**src/rtl/aligned_pp_pkg.sv**
```systemverilog
// Shared defaults and bus-width helper for the aligned partial-product pipe.
package aligned_pp_pkg;

  localparam int NUM_PP_DEF = 9;
  localparam int PP_W_DEF   = 16;
  localparam int DEPTH_DEF  = 2;

  // Packed width of all partial-product channels side by side.
  function automatic int bus_w(input int num_pp, input int pp_w);
    return num_pp * pp_w;
  endfunction

endpackage

```
**src/rtl/aligned_pp_pipe_if.sv**
```systemverilog
// Handshake bundle for the aligned partial-product pipe: input and output
// valid/ready channels, flush and the occupancy status.
interface aligned_pp_pipe_if
  import aligned_pp_pkg::*;
#(
  parameter int NUM_PP = NUM_PP_DEF,
  parameter int PP_W   = PP_W_DEF,
  parameter int DEPTH  = DEPTH_DEF
);
  localparam int BUS_W = bus_w(NUM_PP, PP_W);
  localparam int OCC_W = $clog2(DEPTH + 1);

  logic             flush;
  logic             in_valid;
  logic             in_ready;
  logic [BUS_W-1:0] in_data;
  logic             out_valid;
  logic             out_ready;
  logic [BUS_W-1:0] out_data;
  logic [OCC_W-1:0] occupancy;

  // Producer/consumer side that talks to the pipe.
  modport master (
    output flush, in_valid, in_data, out_ready,
    input  in_ready, out_valid, out_data, occupancy
  );

  // The pipe itself.
  modport slave (
    input  flush, in_valid, in_data, out_ready,
    output in_ready, out_valid, out_data, occupancy
  );

endinterface

```
**src/rtl/aligned_pp_stage.sv**
```systemverilog
// One elastic register stage: a valid bit plus a data word. The stage loads
// whenever it is empty or its contents are being taken downstream, so bubbles
// collapse even while the output is stalled.
module aligned_pp_stage #(
  parameter int W = 16
) (
  input  logic         clk,
  input  logic         rst,
  input  logic         flush_i,
  input  logic         up_valid_i,
  input  logic [W-1:0] up_data_i,
  input  logic         dn_ready_i,
  output logic         valid_o,
  output logic [W-1:0] data_o
);

  logic         v_q, v_d;
  logic [W-1:0] d_q, d_d;
  logic         load;

  // Load when empty or advancing; flush empties the stage without touching data.
  always_comb begin
    load = ~flush_i & (~v_q | dn_ready_i);
    v_d  = v_q;
    d_d  = d_q;
    if (flush_i) begin
      v_d = 1'b0;
    end else if (load) begin
      v_d = up_valid_i;
      d_d = up_data_i;
    end
  end

  // Stage registers; reset also clears the data so out_data reads zero.
  always_ff @(posedge clk) begin
    if (rst) begin
      v_q <= 1'b0;
      d_q <= '0;
    end else begin
      v_q <= v_d;
      d_q <= d_d;
    end
  end

  assign valid_o = v_q;
  assign data_o  = d_q;

endmodule

```
**src/rtl/aligned_pp_pipe.sv**
```systemverilog
// Elastic pipeline of DEPTH stages carrying NUM_PP partial products unchanged.
// The ready chain is combinational from out_ready; in_valid never feeds ready.
module aligned_pp_pipe
  import aligned_pp_pkg::*;
#(
  parameter int NUM_PP = NUM_PP_DEF,
  parameter int PP_W   = PP_W_DEF,
  parameter int DEPTH  = DEPTH_DEF
) (
  input logic              clk,
  input logic              rst,
  aligned_pp_pipe_if.slave bus
);

  localparam int BUS_W = bus_w(NUM_PP, PP_W);
  localparam int OCC_W = $clog2(DEPTH + 1);

  logic [DEPTH-1:0] v;
  logic [BUS_W-1:0] d [DEPTH];
  logic [DEPTH-1:0] dn_rdy;
  logic             rdy_acc;
  logic             in_rdy;
  logic             in_xfer;
  logic             out_xfer;
  logic [OCC_W-1:0] occ_q, occ_d;

  // Ready chain: stage i's consumer accepts if out_ready or any later stage is
  // empty. Accumulated from the output end so no signal feeds back on itself.
  always_comb begin
    dn_rdy  = '0;
    rdy_acc = bus.out_ready;
    for (int i = DEPTH - 1; i >= 0; i--) begin
      dn_rdy[i] = rdy_acc;
      rdy_acc   = rdy_acc | ~v[i];
    end
    in_rdy = rdy_acc & ~bus.flush & ~rst;
  end

  for (genvar i = 0; i < DEPTH; i++) begin : g_stage
    logic             up_v;
    logic [BUS_W-1:0] up_d;

    if (i == 0) begin : g_first
      assign up_v = bus.in_valid;
      assign up_d = bus.in_data;
    end else begin : g_next
      assign up_v = v[i-1];
      assign up_d = d[i-1];
    end

    aligned_pp_stage #(
      .W(BUS_W)
    ) u_stage (
      .clk       (clk),
      .rst       (rst),
      .flush_i   (bus.flush),
      .up_valid_i(up_v),
      .up_data_i (up_d),
      .dn_ready_i(dn_rdy[i]),
      .valid_o   (v[i]),
      .data_o    (d[i])
    );
  end

  assign in_xfer  = bus.in_valid & in_rdy;
  assign out_xfer = v[DEPTH-1] & bus.out_ready;

  // Beats in flight: +1 per accepted input, -1 per delivered output.
  always_comb begin
    occ_d = occ_q;
    if (bus.flush) begin
      occ_d = '0;
    end else begin
      occ_d = occ_q + OCC_W'(in_xfer) - OCC_W'(out_xfer);
    end
  end

  // Registered occupancy so it tracks the stage valid bits exactly.
  always_ff @(posedge clk) begin
    if (rst) begin
      occ_q <= '0;
    end else begin
      occ_q <= occ_d;
    end
  end

  assign bus.in_ready  = in_rdy;
  assign bus.out_valid = v[DEPTH-1];
  assign bus.out_data  = d[DEPTH-1];
  assign bus.occupancy = occ_q;

endmodule

```
**src/flat_wrapper.sv**
```systemverilog
// flat-port wrapper written by rule: the top's interface ports become plain ports
module aligned_pp_pipe_flat import aligned_pp_pkg::*;
#(
  parameter int NUM_PP = NUM_PP_DEF,
  parameter int PP_W   = PP_W_DEF,
  parameter int DEPTH  = DEPTH_DEF
)
  (clk, rst, bus_flush, bus_in_valid, bus_in_data, bus_out_ready, bus_in_ready, bus_out_valid, bus_out_data, bus_occupancy);
  aligned_pp_pipe_if #(.NUM_PP(NUM_PP), .PP_W(PP_W), .DEPTH(DEPTH)) bus_i ();
  input logic clk;
  input logic rst;
  input wire logic [$bits(bus_i.flush)-1:0] bus_flush;
  input wire logic [$bits(bus_i.in_valid)-1:0] bus_in_valid;
  input wire logic [$bits(bus_i.in_data)-1:0] bus_in_data;
  input wire logic [$bits(bus_i.out_ready)-1:0] bus_out_ready;
  output wire logic [$bits(bus_i.in_ready)-1:0] bus_in_ready;
  output wire logic [$bits(bus_i.out_valid)-1:0] bus_out_valid;
  output wire logic [$bits(bus_i.out_data)-1:0] bus_out_data;
  output wire logic [$bits(bus_i.occupancy)-1:0] bus_occupancy;
  assign bus_i.flush = bus_flush;
  assign bus_i.in_valid = bus_in_valid;
  assign bus_i.in_data = bus_in_data;
  assign bus_i.out_ready = bus_out_ready;
  assign bus_in_ready = bus_i.in_ready;
  assign bus_out_valid = bus_i.out_valid;
  assign bus_out_data = bus_i.out_data;
  assign bus_occupancy = bus_i.occupancy;
  aligned_pp_pipe #(.NUM_PP(NUM_PP), .PP_W(PP_W), .DEPTH(DEPTH)) u_core (.clk(clk), .rst(rst), .bus(bus_i));
endmodule
```
**config.mk**
```make
export PLATFORM = sky130hd
export DESIGN_NAME = aligned_pp_pipe_flat
export DESIGN_NICKNAME = d
export VERILOG_FILES = /design/src/rtl/aligned_pp_pkg.sv /design/src/rtl/aligned_pp_pipe_if.sv /design/src/rtl/aligned_pp_stage.sv /design/src/rtl/aligned_pp_pipe.sv /design/src/flat_wrapper.sv
export SDC_FILE = /design/constraint.sdc
export NUM_CORES = 1
export LEC_CHECK = 0
export BUFFER_PORTS_ARGS = -buffer_cell sky130_fd_sc_hd__buf_2
export CAP_MARGIN = 20
export CORE_MARGIN = 3
export CORE_UTILIZATION = 25
export DETAILED_ROUTE_END_ITERATION = 7
export GPL_TIMING_DRIVEN = 0
export SYNTH_ARGS = -nofsm -noshare
export SYNTH_HDL_FRONTEND = slang
export SYNTH_SLANG_ARGS = --single-unit
export TNS_END_PERCENT = 50
```
**constraint.sdc**
```tcl
create_clock -name clk -period 2.95 [get_ports clk]
set_input_delay 0.1475 -clock clk [delete_from_list [all_inputs] [get_ports clk]]
set_output_delay 0.1475 -clock clk [all_outputs]
set_load 0.02 [all_outputs]
```
-- After elaboration in Yosys (flattened, before gate mapping)
Index checks and enable logic that the tools add are counted.
Widths: inputs -> output; s select.
- flip-flop bits (word level): 292
- output and inout port bits: 148
- logic and storage cells: 21
- add/subtract/negate cells: 2
- bitwise logic cells: 11
- reductions and logical operators: 3
- operators by type and width (kind ; count):
    $and 1x1->1 ; 5
    $not 1->1 ; 4
    $reduce_and 2->1 ; 2
    $add 2x1->2 ; 1
    $or 1x1->1 ; 2
    $reduce_or 2->1 ; 1
    $sub 2x1->2 ; 1

-- Depth between registers and ports, before layout
Gate-level depths: netlist (run 1).
- depth in word-level cells: 8
- depth in mapped cells: 9

-- Modules after synthesis
A second synthesis (run 1) with hierarchy kept.
- cells, all modules: 1270
- area total of the unflattened synthesis: 12979.9 µm²
- by module, submodules not included (module ; times used ; cells each ; area an instance (µm²) ; sequential area each (µm²)):
    aligned_pp_stage ; 2 ; 628 ; 6418.7 ; 2902.8
    aligned_pp_pipe ; 1 ; 14 ; 142.6 ; 40.0

-- Least setup slack after synthesis (run 1)
No wires, ideal clock.
- path type: reg-to-reg
- start point: register u_core.g_stage[1].u_stage.v_q
- end point: register u_core.occ_q[1] (netlist: u_core.bus.occupancy[1])
- setup time: 0.127 ns
- arrival: 1.497 ns
- data required time: 2.823 ns
- path slack: 1.326 ns
- stages on the path, launching flop included: 9
- buffers on the path: 1
- clock period less this slack: 1.624 ns
- cells stage by stage: dfxtp_1 > nor2b_4 > buf_4 > a21o_1 > nor3_1 > ha_1 > xor2_1 > xnor2_1 > nor3_1
- longest elaborated chain between the ends: 8
- ends and longest elaborated chain (item ; line ; source):
    start, declared ; aligned_pp_stage.sv:17 ; logic v_q, v_d;
    start signal, assigned ; aligned_pp_stage.sv:40 ; v_q <= v_d;
    $not 1->1 ; aligned_pp_pipe.sv:34 ; rdy_acc = rdy_acc | ~v[i];
    $or 1x1->1 (2 in series) ; aligned_pp_pipe.sv:34 ;
    $and 1x1->1 (2 in series) ; aligned_pp_pipe.sv:36 ; in_rdy = rdy_acc & ~bus.flush & ~rst;
    $and 1x1->1 ; aligned_pp_pipe.sv:65 ; assign in_xfer = bus.in_valid & in_rdy;
    $add 2x1->2 ; aligned_pp_pipe.sv:74 ; occ_d = occ_q + OCC_W'(in_xfer) - OCC_W'(out_xfer);
    $sub 2x1->2 * ; aligned_pp_pipe.sv:74 ;
    end signal, assigned ; aligned_pp_pipe.sv:81 ; occ_q <= '0;
    end signal, assigned ; aligned_pp_pipe.sv:83 ; occ_q <= occ_d;
    end, declared ; aligned_pp_pipe.sv:25 ; logic [OCC_W-1:0] occ_q, occ_d;
Mark *: on every way between the ends. The rest lies on a longest branch, timed or not.
A chain may end at the register's enable or synchronous reset.

-- Final worst setup path (run 1)
- start point: input port rst
- end point: output port bus_in_ready
- longest elaborated chain between the ends: 2
- ends and longest elaborated chain (item ; line ; source):
    start, declared ; flat_wrapper.sv:11 ; input logic rst;
    $not 1->1 ; aligned_pp_pipe.sv:36 ;
    $and 1x1->1 ; aligned_pp_pipe.sv:36 ;
    end, declared ; flat_wrapper.sv:16 ; output wire logic [$bits(bus_i.in_ready)-1:0] bus_in_ready;
No other way between the ends.

==> results of run 1 <==
==> through the flow <==
stage / util / power (mW)
after floorplan: - / 4.884
after global placement: 0.3037 / 5.247
after detailed placement: 0.3040 / 5.268
after CTS: 0.3610 / 10.06
after global routing: 0.3610 / 10.30
final: 0.3611 / 9.883
==> flip-flops by register name (all words and copies together), names as in the netlist <==
signal                          count
u_core.bus.occupancy                2
u_core.g_stage.u_stage.valid_o      2
u_core.g_stage.u_stage.data_o     288
==> power by group through the flow <==
stage | Clock (mW) | Combinational (mW) | Sequential, mW
finish | 4.55 | 1.09 | 4.24
global route | 4.85 | 1.19 | 4.26
CTS | 4.71 | 1.10 | 4.24
detailed placement | 0 | 0.945 | 4.32
global placement | 0 | 0.930 | 4.32
floorplan | 0 | 0.500 | 4.38
==> final timing paths <==
check                                 startpoint                                    to  slack, ns  cells past startpoint
min reg2reg  u_core.g_stage[0].u_stage.data_o[3]   u_core.g_stage[1].u_stage.data_o[3]       0.47                      2
min                                bus_out_ready               u_core.bus.occupancy[1]       0.20                      5
max reg2reg    u_core.g_stage[1].u_stage.valid_o  u_core.g_stage[1].u_stage.data_o[19]       1.13                      5
max                                          rst                          bus_in_ready       1.01                      6
==> cell type report <==
| type | count | share of cell area |
|---|---|---|
| clock inverters | 17 | 0.01186 |
| flip-flops and latches | 292 | 0.3441 |
| well taps | 607 | 0.04470 |
| multi-input cells | 881 | 0.3257 |
| diodes | 2 | 0.0002946 |
| inverters | 4 | 0.0008838 |
| repair buffers | 440 | 0.1729 |
| clock buffers | 48 | 0.06047 |
| plain buffers | 129 | 0.03911 |
==> synth_stat cells <==
master,count
inv_1,3
nor2b_4,1
mux2i_1,144
buf_4,11
buf_12,1
nor3_1,3
a21oi_2,1
nor2_1,2
inv_2,1
dfxtp_1,292
and2_1,1
a21oi_1,144
buf_6,2
o21ai_1,6
ha_1,2
nand3_1,144
buf_2,32
a21o_1,1
nor3b_1,1
buf_8,6
nand2b_1,289
xor2_1,1
a211oi_1,1
xnor2_1,1
clkbuf_1,77
o21ai_0,139
==> layer usage <==
metal	part of all wire	routed length (microns)	track usage	up-vias
li1	-	-	-	5406
met1	0.45	18190	0.1951	5055
met2	0.47	19150	0.2656	316
met3	0.066	2674	0.04420	62
met4	0.019	760	0.03895	0
met5	0	0	0	-
==> logic make-up (layout without fill, tap and decap cells) <==
| logic type | after synthesis | count (layout) | share of synthesized area |
|---|---|---|---|
| flops | 292 | 292 | 0.4848 |
| mux | 144 | 144 | 0.1195 |
| simple gates | 441 | 441 | 0.2139 |
| xor+xnor | 2 | 2 | 0.001453 |
| fa+ha+maj | 2 | 2 | 0.002075 |
| buf+inv | 133 | 638 | 0.05635 |
| compound gates | 292 | 292 | 0.1219 |
| other cells | 0 | 2 | 0 |
==> worst max-delay path, stage by stage <==
cell and delay (ns):
clkbuf_1 0.23, buf_2 0.36, buf_2 0.32, clkbuf_1 0.40, nor2_1 0.14, buf_2 0.19
==> what timing repair did <==
| action | 4_1_cts | 5_1_grt |
|---|---|---|
| hold buffers | 145 | 0 |
| resized for setup | 0 | 0 |
| hold endpoints to repair | 145 | 0 |
==> flow_summary.ini, run 1 <==
[sta]
skew_ns = 0.01170
fin_crit_sh = 0.6593
setup_viol = 0
drv_slew = 0
hold_viol = 0
tns_ns = 0
fmax_mhz = 514.2
fin_ws_ns = 1.005
grt_setup_unrepaired = no
slew_headroom = 0.4377
fin_crit_ns = 1.945
tightest_slew_ns = 0.8435
hold_ws_ns = 0.2049

[floorplanning]
die_h_microns = 225.6
fp.dieArea_sq_mm = 0.05090
initial_core_util = 0.2563
num_rows = 79
die_w_microns = 225.6
boundaryPins = 297
core_sq_mm = 0.04705

[final_layout]
drive_gt1_frac = 0.2264
multi_input_area_sq_mm = 0.005533
layout_common_cells = 326 x buf_2, 292 x dfxtp_1, 289 x nand2b_1
seq_area_sq_mm = 0.005846
fillers = 4775
layout.nets = 1935
final_area_sq_mm = 0.01699
fin_cells = 2420
area_growth_pct = 40.89
final_common_cell = buf_2

[place]
pre_cts_slack_ns = 0.7727
dpl-instance-area_sq_mm = 0.01430
dp.cells = 2208
port_buffers = 294
dp_hpwl_microns = 29760
gp_congestion = 0.8157

[synthesis]
synth_top_area_frac = 0.4848
synth_fp_nets = 1457
yosys_warnings = 0
synth_seq_cells = 292
synth.distinct_cells = 26
syn_inst = 1306
syn-cell-area_sq_mm = 0.01206
ys_top_cells_by_area = dfxtp_1 48%, nand2b_1 15%, mux2i_1 12%
synth_area_per_cell_sq_um = 9.233
yosysSeqAreaShare = 0.4848
yosys.area.top_type = dfxtp_1

[power_and_ir_drop]
seqPwrFrac = 0.429
switching_power_mw = 2.419
power.clock.fraction = 0.461
ir_drop_mv = 0.3949
p_comb_frac = 0.110
p_per_area_mw_per_mm2 = 581.8
p_leak_nw = 7.156
p_int_mw = 7.464
switching_share = 0.2448

[cts]
clock_path_buffers = 3
cts_sinks = 292
htree_levels = 2
numCtsBuffers = 36
post_cts_buffers = 0
tritoncts = built
clock_latency_ns = 0.54
clk_pin_slew_ns = 0.06
root_buffer = clkbuf_16

[worst_setup_path]
cp.arrival_ns = 1.80
startpoint_type = input pin
endpoint_kind = output pin
path_class = input pin to output pin
crit_required_ns = 2.80
crit_fanout = 10

[run]
drv_cap = 0

[route]
avgRoutedWirePerCell_microns = 16.85
drt_iter0_drc = 406
avgViaCountPerCell = 4.479
drcViolationCount = 0
dr_total_vias = 10840
finalWirelength_microns = 40770
drt_pass1_iterations = 5
drtAntennaViolNets = 0

[grt]
grt_pass1_vias = 11190
grt_max_degree = 13
antenna_found_initial = 1
grt_pass1_wl_microns = 62200
grt_overflow = 0
track_usage = 0.1560

[hold_path]
hp-class = input pin to flip-flop

[run_status]
status = finished clean
Power figures use the tool's default switching activity.
==> run 2, diff against run 1 <==
clock period = 1.7 ns   (was 2.95 ns; I/O delays follow)
==> run 2 against run 1 <==
Net effect:
- sequential power rose by 74%
- hold slack lost 0.053 ns
- register-to-register slack lost 1.0 ns
- flip-flop and latch count is the same
- die area unchanged
- global-route usage did not move
- count of clock-buffer cells in the layout stayed put
- cell area up 0.55%
- clock power rose by 74%
- critical endpoint unchanged
==> flow_summary.ini, run 2 (synthesis gave the netlist of run 1 again) <==
[run_status]
status = finished clean

[route]
drcViolationCount = 0
finalWirelength_microns = 40900
drt_pass1_iterations = 5
avgViaCountPerCell = 4.485
avgRoutedWirePerCell_microns = 16.87
dr_total_vias = 10880
drt_iter0_drc = 401
drtAntennaViolNets = 0

[power_and_ir_drop]
power.clock.fraction = 0.460
seqPwrFrac = 0.429
p_leak_nw = 7.219
ir_drop_mv = 0.6835
switching_power_mw = 4.202
switching_share = 0.2448
p_per_area_mw_per_mm2 = 1005
p_int_mw = 12.97
p_comb_frac = 0.111

[final_layout]
layout.nets = 1940
layout_common_cells = 322 x buf_2, 291 x dfxtp_1, 289 x nand2b_1
largest_reg_flops = 288
drive_gt1_frac = 0.2329
fin_cells = 2425
area_growth_pct = 41.66
final_common_cell = buf_2
final_area_sq_mm = 0.01708

[grt]
grt_pass1_vias = 11190
grt_max_degree = 13
grt_overflow = 0
antenna_found_initial = 1
grt_pass1_wl_microns = 62210
track_usage = 0.1560

[sta]
slew_headroom = 0.4330
fmax_mhz = 595.5
skew_ns = 0.01255
drv_slew = 0
hold_viol = 0
tightest_slew_ns = 0.8505
tns_ns = 0
setup_viol = 0
fin_ws_ns = 0.02086
fin_crit_sh = 0.9877
hold_ws_ns = 0.1523
grt_setup_unrepaired = yes
fin_crit_ns = 1.679

[worst_setup_path]
worstPathCellList = nor2b_4 > buf_6 > a21o_1 > nor2_2 > buf_6
endpoint_kind = output pin
path_class = flip-flop to output pin
startpoint_type = flip-flop
crit_top_cell = buf_6
r2r-start = u_core.g_stage[1].u_stage.valid_o
crit_family = flip-flops
worst_r2r_path_depth = 7
crit_fanout = 4
rr_endpoint = u_core.g_stage[0].u_stage.data_o[83]
cp_slowest_stage_delay_ns = 0.33
worstPathBufferInverterCount = 2
cp.arrival_ns = 1.59
reg2reg_slack_ns = 0.08
crit_required_ns = 1.62
slowest_stage = dfxtp_2

[floorplanning]
die_h_microns = 225.6
core_sq_mm = 0.04705
boundaryPins = 297
num_rows = 79
die_w_microns = 225.6
fp.dieArea_sq_mm = 0.05090
initial_core_util = 0.2563

[place]
port_buffers = 294
dp_hpwl_microns = 29760
gp_congestion = 0.8157
dpl-instance-area_sq_mm = 0.01430
dp.cells = 2208
pre_cts_slack_ns = -0.4148

[hold_path]
hp-start = bus_out_ready
min_to = u_core.bus.occupancy[1]
hold_depth = 5
hp-class = input pin to flip-flop

[cts]
numCtsBuffers = 36
cts_sinks = 292
clk_pin_slew_ns = 0.06
clock_path_buffers = 3
clock_latency_ns = 0.54
htree_levels = 2
root_buffer = clkbuf_16
tritoncts = built

[run]
drv_cap = 0
[run 2: changes by cell type in the layout (fill, tap and decap cells not counted)]
cell      delta
nor2_2       +1
nor2_1       -1
dfxtp_1      -1
buf_8        -2
dfxtp_2      +1
clkbuf_2     +6
buf_6        +1
buf_2        -4
buf_12       +2
buf_16       +1
buf_4        +7
clkbuf_1     -6
[run 2: through the flow]
stage,utilization,total power [mW]
2_1_floorplan,-,8.475
3_3_place_gp,0.3037,9.105
3_5_place_dp,0.3040,9.141
4_1_cts,0.3614,17.45
5_1_grt,0.3629,17.89
6_report,0.3630,17.17
[run 2: repair_timing]
action	CTS	global route
buffers inserted	0	5
hold buffers	145	0
gates resized for setup	8	17
setup endpoints to repair	119	66
pin swaps	1	2
hold endpoints to repair	145	0
[run 2: final cells by class]
cell class,count,area [sq um]
buffer,129,709.4
multi-input combinational,881,5535
clock buffer,48,1027
fill,4773,29970
sequential,292,5847
inverter,4,15.01
timing repair buffer,445,2982
tap,607,759.5
antenna,2,5.005
clock inverter,17,201.4
[run 2: worst max path at each step]
| stage | depth (start not counted) | to | from | slack, ns |
|---|---|---|---|---|
| floorplan | 8 | u_core.bus.occupancy[1] | u_core.g_stage[1].u_stage.valid_o | 0.08 |
| global placement | 5 | u_core.g_stage[0].u_stage.data_o[42] | rst | -0.49 |
| detailed placement | 9 | u_core.bus.occupancy[1] | rst | -0.41 |
| CTS | 5 | bus_in_ready | u_core.g_stage[1].u_stage.valid_o | -0.04 |
| global route | 5 | bus_in_ready | u_core.g_stage[1].u_stage.valid_o | -0.05 |
| finish | 5 | bus_in_ready | u_core.g_stage[1].u_stage.valid_o | 0.02 |
[run 2: power groups by stage]
stage | clock network, mW | registers (mW) | logic (mW)
final | 7.90 | 7.36 | 1.91
after global routing | 8.42 | 7.39 | 2.09
after CTS | 8.18 | 7.36 | 1.92
after detailed placement | 0 | 7.50 | 1.64
after global placement | 0 | 7.49 | 1.61
after floorplan | 0 | 7.61 | 0.868
[run 2: worst register-to-register path, stage by stage (launching register included)]
cell and delay, ns:
dfxtp_2 0.33, nor2b_4 0.13, buf_4 0.14, a21oi_2 0.18
buf_12 0.19, buf_16 0.19, buf_12 0.16, mux2i_1 0.21
[run 2: routing by layer]
layer	share of wire	GRT usage	vias up
met5	0	0	-
met4	0.018	0.03895	0
met3	0.064	0.04420	59
met2	0.47	0.2657	325
met1	0.45	0.1950	5077
li1	-	-	5416
